`src/rtl/noc.sv`:
```
// Shared NoC definitions: flit type encoding and flit field positions/widths.
package noc;

   typedef enum logic [1:0] {
      FlitBody    = 2'b00,
      FlitTail    = 2'b01,
      FlitHead    = 2'b10,
      FlitIllegal = 2'b11
   } flit_type_e;

   localparam int unsigned FlitW    = 34;
   localparam int unsigned PayloadW = 32;
   localparam int unsigned CoordW   = 3;
   localparam int unsigned TypeMsb  = 33;
   localparam int unsigned TypeLsb  = 32;
   localparam int unsigned DstXLsb  = 23;
   localparam int unsigned DstYLsb  = 20;
   localparam int unsigned SrcXLsb  = 13;
   localparam int unsigned SrcYLsb  = 10;

endpackage

```
`src/rtl/ni_eject_fifo.sv`:
```
// Flit input FIFO for the ejection receiver; a push at full is accepted when a pop
// happens in the same cycle.
module ni_eject_fifo #(
   parameter int unsigned DEPTH = 4,
   parameter int unsigned WIDTH = 34
) (
   input  logic                       clk_i,
   input  logic                       rst_i,
   input  logic                       push_i,
   input  logic [WIDTH-1:0]           data_i,
   input  logic                       pop_i,
   output logic [WIDTH-1:0]           data_o,
   output logic                       full_o,
   output logic                       empty_o,
   output logic [$clog2(DEPTH):0]     count_o
);
   localparam int unsigned AddrW = $clog2(DEPTH);
   localparam int unsigned CntW  = AddrW + 1;

   logic [WIDTH-1:0] mem_q [DEPTH];
   logic [AddrW-1:0] wr_ptr_q, rd_ptr_q;
   logic [CntW-1:0]  cnt_q;
   logic             do_push, do_pop;

   assign full_o  = (cnt_q == CntW'(DEPTH));
   assign empty_o = (cnt_q == '0);
   assign do_pop  = pop_i & ~empty_o;
   assign do_push = push_i & (~full_o | do_pop);
   assign data_o  = mem_q[rd_ptr_q];
   assign count_o = cnt_q;

   always_ff @(posedge clk_i or posedge rst_i) begin
      if (rst_i) begin
         wr_ptr_q <= '0;
         rd_ptr_q <= '0;
         cnt_q    <= '0;
      end else begin
         if (do_push) wr_ptr_q <= wr_ptr_q + AddrW'(1);
         if (do_pop)  rd_ptr_q <= rd_ptr_q + AddrW'(1);
         cnt_q <= cnt_q + CntW'(do_push) - CntW'(do_pop);
      end
   end

   always_ff @(posedge clk_i) begin
      if (do_push) mem_q[wr_ptr_q] <= data_i;
   end

endmodule

```
`src/rtl/ni_eject_rx.sv`:
```
// NoC ejection receiver: buffers router flits and reassembles them into payload words.
// Build macro NI_EJECT_RX_DEST_CHECK_EN drops packets whose head is not addressed here.
module ni_eject_rx
   import noc::*;
#(
   parameter int unsigned WIDTH = 34,
   parameter int unsigned DEPTH = 4
) (
   input  logic             clk,
   input  logic             rst,
   input  logic [2:0]       CONST_localx,
   input  logic [2:0]       CONST_localy,
   input  logic [WIDTH-1:0] data_in,
   input  logic             data_void_in,
   output logic             stop_out,
   output logic [31:0]      pkt_data,
   output logic             pkt_valid,
   input  logic             pkt_ready,
   output logic             pkt_last,
   output logic [2:0]       pkt_src_x,
   output logic [2:0]       pkt_src_y,
   output logic [15:0]      pkt_count,
   output logic             err_seq,
   output logic             err_dest,
   output logic             err_ovf
);
   localparam int unsigned CntW = $clog2(DEPTH) + 1;

   typedef enum logic [1:0] {StIdle, StPkt, StDrop} state_e;

   state_e              state_q;
   logic [WIDTH-1:0]    fifo_dout;
   logic                fifo_full, fifo_empty;
   logic [CntW-1:0]     fifo_cnt, cnt_nxt;
   logic                push, push_acc, pop, ovf, out_free, dest_bad;
   flit_type_e          ftype;
   logic [PayloadW-1:0] payload;

   logic                hold_valid_q;
   logic [31:0]         hold_data_q;
   logic                stop_q, pkt_valid_q, pkt_last_q, err_seq_q, err_ovf_q;
   logic [31:0]         pkt_data_q;
   logic [2:0]          pkt_src_x_q, pkt_src_y_q;
   logic [15:0]         pkt_count_q;

   assign push     = ~data_void_in;
   assign out_free = ~pkt_valid_q | pkt_ready;
   assign pop      = ~fifo_empty & out_free;
   assign push_acc = push & (~fifo_full | pop);
   assign ovf      = push & ~push_acc;
   assign cnt_nxt  = fifo_cnt + CntW'(push_acc) - CntW'(pop);
   assign ftype    = flit_type_e'(fifo_dout[TypeMsb:TypeLsb]);
   assign payload  = fifo_dout[PayloadW-1:0];

   ni_eject_fifo #(
      .DEPTH (DEPTH),
      .WIDTH (WIDTH)
   ) u_fifo (
      .clk_i   (clk),
      .rst_i   (rst),
      .push_i  (push),
      .data_i  (data_in),
      .pop_i   (pop),
      .data_o  (fifo_dout),
      .full_o  (fifo_full),
      .empty_o (fifo_empty),
      .count_o (fifo_cnt)
   );

`ifdef NI_EJECT_RX_DEST_CHECK_EN
   logic err_dest_q;

   assign dest_bad = (fifo_dout[DstXLsb +: CoordW] != CONST_localx) |
                     (fifo_dout[DstYLsb +: CoordW] != CONST_localy);

   always_ff @(posedge clk or posedge rst) begin
      if (rst) begin
         err_dest_q <= 1'b0;
      end else if (pop && state_q == StIdle && ftype == FlitHead && dest_bad) begin
         err_dest_q <= 1'b1;
      end
   end

   assign err_dest = err_dest_q;
`else
   logic unused_coord;

   assign dest_bad     = 1'b0;
   assign unused_coord = ^{CONST_localx, CONST_localy};
   assign err_dest     = 1'b0;
`endif

   // A body word is held back one flit so the tail can mark it as the last word.
   always_ff @(posedge clk or posedge rst) begin
      if (rst) begin
         state_q      <= StIdle;
         hold_valid_q <= 1'b0;
         hold_data_q  <= '0;
         stop_q       <= 1'b0;
         pkt_valid_q  <= 1'b0;
         pkt_data_q   <= '0;
         pkt_last_q   <= 1'b0;
         pkt_src_x_q  <= '0;
         pkt_src_y_q  <= '0;
         pkt_count_q  <= '0;
         err_seq_q    <= 1'b0;
         err_ovf_q    <= 1'b0;
      end else begin
         stop_q <= (cnt_nxt >= CntW'(DEPTH - 2));
         if (ovf) err_ovf_q <= 1'b1;
         if (pkt_valid_q && pkt_ready) pkt_valid_q <= 1'b0;
         if (pop) begin
            unique case (state_q)
               StIdle: begin
                  hold_valid_q <= 1'b0;
                  if (ftype == FlitHead) begin
                     state_q <= dest_bad ? StDrop : StPkt;
                  end else begin
                     err_seq_q <= 1'b1;
                  end
               end
               StPkt: begin
                  case (ftype)
                     FlitBody: begin
                        if (hold_valid_q) begin
                           pkt_valid_q <= 1'b1;
                           pkt_data_q  <= hold_data_q;
                           pkt_last_q  <= 1'b0;
                        end
                        hold_data_q  <= payload;
                        hold_valid_q <= 1'b1;
                     end
                     FlitTail: begin
                        if (hold_valid_q) begin
                           pkt_valid_q <= 1'b1;
                           pkt_data_q  <= hold_data_q;
                           pkt_last_q  <= 1'b1;
                           pkt_src_x_q <= fifo_dout[SrcXLsb +: CoordW];
                           pkt_src_y_q <= fifo_dout[SrcYLsb +: CoordW];
                        end
                        hold_valid_q <= 1'b0;
                        pkt_count_q  <= pkt_count_q + 16'd1;
                        state_q      <= StIdle;
                     end
                     default: begin
                        err_seq_q    <= 1'b1;
                        hold_valid_q <= 1'b0;
                        state_q      <= StDrop;
                     end
                  endcase
               end
               StDrop: begin
                  if (ftype == FlitTail) state_q <= StIdle;
               end
               default: state_q <= StIdle;
            endcase
         end
      end
   end

   assign stop_out  = stop_q;
   assign pkt_valid = pkt_valid_q;
   assign pkt_data  = pkt_data_q;
   assign pkt_last  = pkt_last_q;
   assign pkt_src_x = pkt_src_x_q;
   assign pkt_src_y = pkt_src_y_q;
   assign pkt_count = pkt_count_q;
   assign err_seq   = err_seq_q;
   assign err_ovf   = err_ovf_q;

endmodule

```
`config.mk`:
```
export PLATFORM = sky130hd
export DESIGN_NAME = ni_eject_rx
export DESIGN_NICKNAME = d
export VERILOG_FILES = /design/src/rtl/noc.sv /design/src/rtl/ni_eject_fifo.sv /design/src/rtl/ni_eject_rx.sv
export SDC_FILE = /design/constraint.sdc
export NUM_CORES = 1
export LEC_CHECK = 0
export CORE_UTILIZATION = 45
export CTS_BUF_LIST = sky130_fd_sc_hd__clkbuf_2
export DETAILED_ROUTE_END_ITERATION = 10
export PLACE_DENSITY = 0.77
export SYNTH_ARGS = -nofsm -noshare
export SYNTH_HDL_FRONTEND = slang
export SYNTH_SLANG_ARGS = --single-unit
export TNS_END_PERCENT = 1
```
`constraint.sdc`:
```
create_clock -name clk -period 3.1 [get_ports clk]
set_clock_uncertainty 0.1 [all_clocks]
set_input_delay 0.31 -clock clk [delete_from_list [all_inputs] [get_ports clk]]
set_output_delay 0.31 -clock clk [all_outputs]
set_load 0.02 [all_outputs]
```
# ---- Word-level counts from Yosys, hierarchy flattened
# Memory sizes are Yosys's and may differ from the RTL's.
# Cells that the tools add are included.
dict set report op_classes {
  add_sub_neg 7
  magnitude_cmp 1
  n_eq_ne 12
  mux 19
  bitwise 13
  n_reduce_logical 15
}
# cell count
set op_table {}
lappend op_table {{16-bit by 1-bit adder with 16-bit output (second input constant)} 1}
lappend op_table {{4-bit AND reduction} 4}
lappend op_table {{2-bit inequality test (second input constant)} 7}
lappend op_table {{1-bit two-way mux} 12}
lappend op_table {{3-bit by 1-bit adder with 3-bit output} 2}
lappend op_table {{1-bit one-hot mux with 2 select lines} 3}
lappend op_table {{2-bit one-hot mux with 3 select lines} 1}
lappend op_table {{3-bit AND reduction} 2}
lappend op_table {{3-bit by 1-bit subtractor with 3-bit output} 2}
lappend op_table {{1-bit bitwise AND} 5}
lappend op_table {{1-bit NOT} 5}
lappend op_table {{5-bit AND reduction} 1}
lappend op_table {{2-bit by 1-bit adder with 2-bit output (second input constant)} 2}
lappend op_table {{2-bit by 1-bit == test with 1-bit output (second input constant)} 2}
lappend op_table {{2-bit == test (second input constant)} 2}
lappend op_table {{2-bit zero test} 2}
lappend op_table {{2-bit two-way mux} 2}
lappend op_table {{2-bit one-hot mux with 2 select lines} 1}
lappend op_table {{2-bit nonzero test} 2}
lappend op_table {{3-bit == test (second input constant)} 1}
lappend op_table {{3-bit by 2-bit greater-or-equal comparator with 1-bit output (second input constant)} 1}
lappend op_table {{3-bit zero test} 1}
lappend op_table {{1-bit bitwise OR} 3}
lappend op_table {{2-bit AND reduction} 1}
lappend op_table {{2 further kinds} 2}
dict set report word_totals {
  ff_bits 101
  ram_bits 136
  in_bits 44
  word_cells 83
  mem_count 1
}
# name words word_bits read_ports rd_ports_with_merged_regs wr line_no
set memory_table {}
lappend memory_table {u_fifo.mem_q 4 34 1 0 1 ni_eject_fifo.sv:20} ;# logic [WIDTH-1:0] mem_q [DEPTH];

# ---- Depth between registers and ports, before layout
dict set report logic_depth {
  ltp_word 8
  mapped_depth 8
  ltp_nobuf 7
}

# ---- Hierarchy
# Synthesis repeated with hierarchy kept, for this count alone.
dict set report hier_totals {
  cells_unflattened 465
  area_unflattened_um2 9262.6
}
# mod instances cells_each area_per_inst_um2
set by_module_without_submodules {}
lappend by_module_without_submodules {ni_eject_fifo 1 215 5355.1}
lappend by_module_without_submodules {ni_eject_rx 1 250 3907.5}

# ---- Worst setup path before layout
# OpenSTA, ideal clock, no wires.
dict set report synth_path {
  path_type {flip-flop to flip-flop}
  start {register pkt_valid_q, in the netlist pkt_valid}
  end {memory u_fifo.mem_q[0][0], enable pin}
  t_arrival_ps 2128
  required_time_ps 2606
  slack_ps 478
  path_stages_with_launch 5
  n_path_buf 1
  synth_period_minus_slack_ps 2622
  path_cell_list {dfrtp_1 > nor2b_1 > clkbuf_1 > a31oi_1 > and2_1}
}
dict set report synth_via {
  elab_chain_cells 8
}
# item line_no
set synth_rtl {}
lappend synth_rtl {{start, declared} ni_eject_rx.sv:41} ;# logic stop_q, pkt_valid_q, pkt_last_q, err_seq_q, err_ovf_q;
lappend synth_rtl {{start signal, assigned} ni_eject_rx.sv:100} ;# pkt_valid_q <= 1'b0;
lappend synth_rtl {{start signal, assigned} ni_eject_rx.sv:111} ;# if (pkt_valid_q && pkt_ready) pkt_valid_q <= 1'b0;
lappend synth_rtl {{start signal, assigned} ni_eject_rx.sv:126} ;# pkt_valid_q <= 1'b1;
lappend synth_rtl {{1-bit NOT} ni_eject_rx.sv:47} ;# assign out_free = ~pkt_valid_q | pkt_ready;
lappend synth_rtl {{1-bit bitwise OR} ni_eject_rx.sv:47}
lappend synth_rtl {{1-bit bitwise AND} ni_eject_rx.sv:48} ;# assign pop = ~fifo_empty & out_free;
lappend synth_rtl {{1-bit bitwise AND} ni_eject_fifo.sv:27} ;# assign do_pop = pop_i & ~empty_o;
lappend synth_rtl {{1-bit bitwise OR} ni_eject_fifo.sv:28} ;# assign do_push = push_i & (~full_o | do_pop);
lappend synth_rtl {{1-bit bitwise AND} ni_eject_fifo.sv:28}
lappend synth_rtl {{net u_fifo.do_push} ni_eject_fifo.sv:23} ;# logic do_push, do_pop;
lappend synth_rtl {{1-bit two-way mux} ni_eject_fifo.sv:45} ;# if (do_push) mem_q[wr_ptr_q] <= data_i;
lappend synth_rtl {{1-bit two-way mux (implied by the code)} ni_eject_fifo.sv:45}
lappend synth_rtl {{end, declared} ni_eject_fifo.sv:20}
# The timed path passes the listed nets, and every way through them passes these cells.

# ---- Worst setup path in the final report
dict set report layout_path {
  start {register u_fifo.rd_ptr_q[0]}
  end {register hold_data_q[18]}
}
dict set report layout_via {
  elab_chain_cells 3
}
# item line_no
set layout_rtl {}
lappend layout_rtl {{start, declared} ni_eject_fifo.sv:21} ;# logic [AddrW-1:0] wr_ptr_q, rd_ptr_q;
lappend layout_rtl {{start signal, assigned} ni_eject_fifo.sv:39} ;# if (do_pop) rd_ptr_q <= rd_ptr_q + AddrW'(1);
lappend layout_rtl {{memory read 4 x 34 bit *} --}
lappend layout_rtl {{2-bit zero test} ni_eject_rx.sv:123} ;# case (ftype)
lappend layout_rtl {{3-bit AND reduction (no line)} --}
lappend layout_rtl {{end signal, assigned} ni_eject_rx.sv:130} ;# hold_data_q <= payload;
lappend layout_rtl {{end, declared} ni_eject_rx.sv:40} ;# logic [31:0] hold_data_q;
# Every way passes the cells marked *; elsewhere a longest branch is shown, timed or not.
# A chain may end at the register's enable or synchronous reset.

==> summary.md <==
| Metric | Value |
|---|---|
| Pwr dens | 874 nW/um^2 |
| First-pass GRT wire length | 27400 um |
| Fmax achieved | 0.369 GHz |
| Clock buffer depth | 3 |
| Avg WL per Cell | 17.5 um |
| Worst-Margin Slew | 0.962 ns |
| Instance count on the critical path | 5 |
| Fin. Hold Viols | 0 |
| WP buf/inv | 1 |
| H-tree depth | 2 |
| FF-to-FF End | hold_data_q[18] |
| Seq/Total Area, Yosys | 71.8% |
| Syn Inst Count | 472 |
| Main combinational cell family by area after synthesis | multiplexers |
| Synth cell types | 41 |
| Crit. Startpoint | u_fifo.rd_ptr_q[0] |
| Fill cells | 1530 |
| Number of synthesized flops with an enable pin | 136 |
| Worst IR Drop VDD | 486 uV |
| Fin. max-slew vios | 0 |
| Top cells by area, synth | edfxtp_1, dfrtp_1, mux4_2, mux2_2, mux2_4 |
| Initial drt markers | 247 |
| GR Overflow Total | 0 |
| FF-to-FF path depth | 5 |
| Largest net degree at the start of global routing | 56 |
| Commonest non-fill, non-tap cell in the layout | edfxtp_1 |
| Slew headroom | 35.9% |
| Crit-path cells | mux4_2 > or4_4 > nor2_8 > buf_12 > mux2_2 |
| CTS tree | done |
| 1st-pass router iterations | 4 |
| Core area | 19800 sq um |
| Gpl congestion | 0.696 |
| Post-synthesis adder-cell area fraction | 1.52% |
| Total of max-cap violations | 0 |
| Placed instance area | 10500 sq um |
| DP HPWL | 10300 um |
| Mapped cell area | 9210 sq um |
| Count of final setup violators | 0 |
| Synth Area in Compound Gates | 0.815% |
| CP peak stage delay | 0.63 ns |
| Vias after detailed routing | 4861 |
| CP max FO | 24 |
| Most frequent cells in the layout | edfxtp_1, dfrtp_1, clkdlybuf4s50_1 |
| Area Growth Syn to Fin | 24.0% |
| Syn avg cell area | 19.5 sq um |
| Tmin final | 2.71 ns |
| Main synth FF type | edfxtp_1 |
| Post-synth ARST share | 42.6% |
| Syn. warnings | 0 |
| CP required | 3.68 ns |
| Reg-to-reg startpoint | u_fifo.rd_ptr_q[0] |
| Starting Density | 46.6% |
| Outcome | complete, no violations |
| Row cnt | 51 |
| Number of I/O pins | 104 |
| Yosys top cell area share | 44.3% |
| Die H | 145 um |
| Largest area contributor in the netlist | edfxtp_1 |
| Post CTS Setup Buffer Count | 0 |
| Share of post-route cells with drive strength above 1 | 31.3% |
| Arrival time at the worst endpoint | 3.29 ns |
| Vias in the first global route | 5305 |
| Critical Path End Type | register |
| CTS Buf Count | 57 |
| Drt drc | 0 |
| Initial antenna violation count | 1 |
| GRT Util Overall | 16.8% |
| Post-Synth XOR/XNOR Area | 2.00% |
| Clock Pin Slew Worst Setup and Hold Paths | 0.11 ns |
| Drt total wl | 17000 um |
| Crit path max-delay cell type | or4_4 |
| Clk_lat worst skew | 0.81 ns |
| DRT antenna net count | 0 |
| CP Class | reg -> reg |
| Termination of the worst setup path | hold_data_q[18] |
| # port buffers | 96 |
| Die Span X | 145 um |
| Clk root buf | clkbuf_2 |
| Setup TNS | 0 ns |
| Post-Synth Simple-Gate Area | 3.90% |
| R2R setup slack | 0.39 ns |
| Final #Nets | 709 |
| Die ar. | 21000 sq um |
| CP delay by family, top | multiplexers |
| Flip-flop and latch count after synthesis | 237 |
| Final Cell Area | 11400 sq um |
| Post-Syn Nets | 526 |
| Pleak | 4.48 nW |
| Vias/cell | 5.02 |
| Final period utilization | 87.4% |
| CP startpoint kind | register |
| RSZ-0062 raised after global routing | false |
| Worst Hold Class | in -> reg |
| Sink Count | 237 |
| Post-synthesis mux area share | 18.2% |
==> synth_stat cells (4+ instances only) <==
| library cell | n |
|---|---|
| edfxtp_1 | 136 |
| dfrtp_1 | 101 |
| mux2_2 | 41 |
| mux4_2 | 34 |
| mux2_4 | 30 |
| xnor2_1 | 18 |
| inv_1 | 10 |
| nand4_1 | 10 |
| clkbuf_1 | 9 |
| ha_1 | 8 |
| and2_1 | 7 |
| nand3_1 | 7 |
| nor2_1 | 6 |
| nand2_1 | 5 |
| nor3_1 | 5 |
| and3_1 | 4 |
==> layout make-up <==
cell class,instances,area (sq um),share of cell area (%)
diodes,1,2.50,0.0219
clock buffers,86,430,3.77
clock inverters,21,115,1.01
inverters,10,40.0,0.350
multi-input cells,206,2450,21.5
flip-flops and latches,237,6610,57.9
well taps,265,332,2.90
repair buffers,143,1440,12.6
==> worst min-delay path by stage <==
stage,startpoint,end,cells past startpoint
global placement,pkt_count[15],pkt_count[15],1
floorplan,data_void_in,err_ovf,1
global route,data_in[32],u_fifo.mem_q[1][32],1
CTS,data_in[16],u_fifo.mem_q[2][16],1
detailed placement,err_seq,err_seq,1
finish,data_in[32],u_fifo.mem_q[1][32],1
==> cells by family (layout without fill, tap and decap cells) <==
family                   after synthesis  in the layout
other                                  1              2
XOR/XNOR                              21             21
buffers and inverters                 29            260
adder cells (fa/ha/maj)               10             10
AND/OR/NAND/NOR                       58             58
AO/OA/AOI/OAI                         11             11
multiplexers                         105            105
flip-flops                           237            237
==> worst reg2reg max path, stage by stage (launching register included) <==
cell and delay (ns):
dfrtp_2 0.40, mux4_2 0.61, or4_4 0.63, nor2_8 0.26
buf_12 0.27, mux2_2 0.36
==> power breakdown <==
group,switching [mW],internal (mW)
clock,1.19,0.831
sequential,0.416,4.25
combinational,1.54,1.75
==> registers in the layout, indices dropped and copies added, names as in the netlist, 3 cells and up <==
name,cells
u_fifo.mem_q,136
pkt_src_x,3
u_fifo.count_o,3
hold_data_q,32
pkt_src_y,3
pkt_data,32
pkt_count,16
==> metrics by stage <==
stage          instances  setup WS, ns  utilization (%)  power, mW  hold slack, ns
5_1_grt              969         0.303             57.7       10.6         0.00566
3_3_place_gp         826         0.382             53.2       7.87           0.360
3_5_place_dp         826         0.360             53.2       8.05           0.364
2_1_floorplan        472        0.0429                -       6.85           0.306
6_report             969         0.390             57.7       9.98          0.0836
4_1_cts              965         0.376             57.6       10.1        0.000335
==> layer usage <==
metal | GRT usage [%] | share of wire (%)
met2 | 28.7 | 52
met1 | 20.7 | 42
met5 | 0 | 0
met3 | 4.25 | 4.9
met4 | 5.79 | 1.8
==> repair_timing <==
action / 4_1_cts / 5_1_grt
hold buffers: 32 / 3
endpoints found under the hold margin: 158 / 8
resized for setup: 0 / 0
No activity file was read; power rests on OpenSTA's default activity.
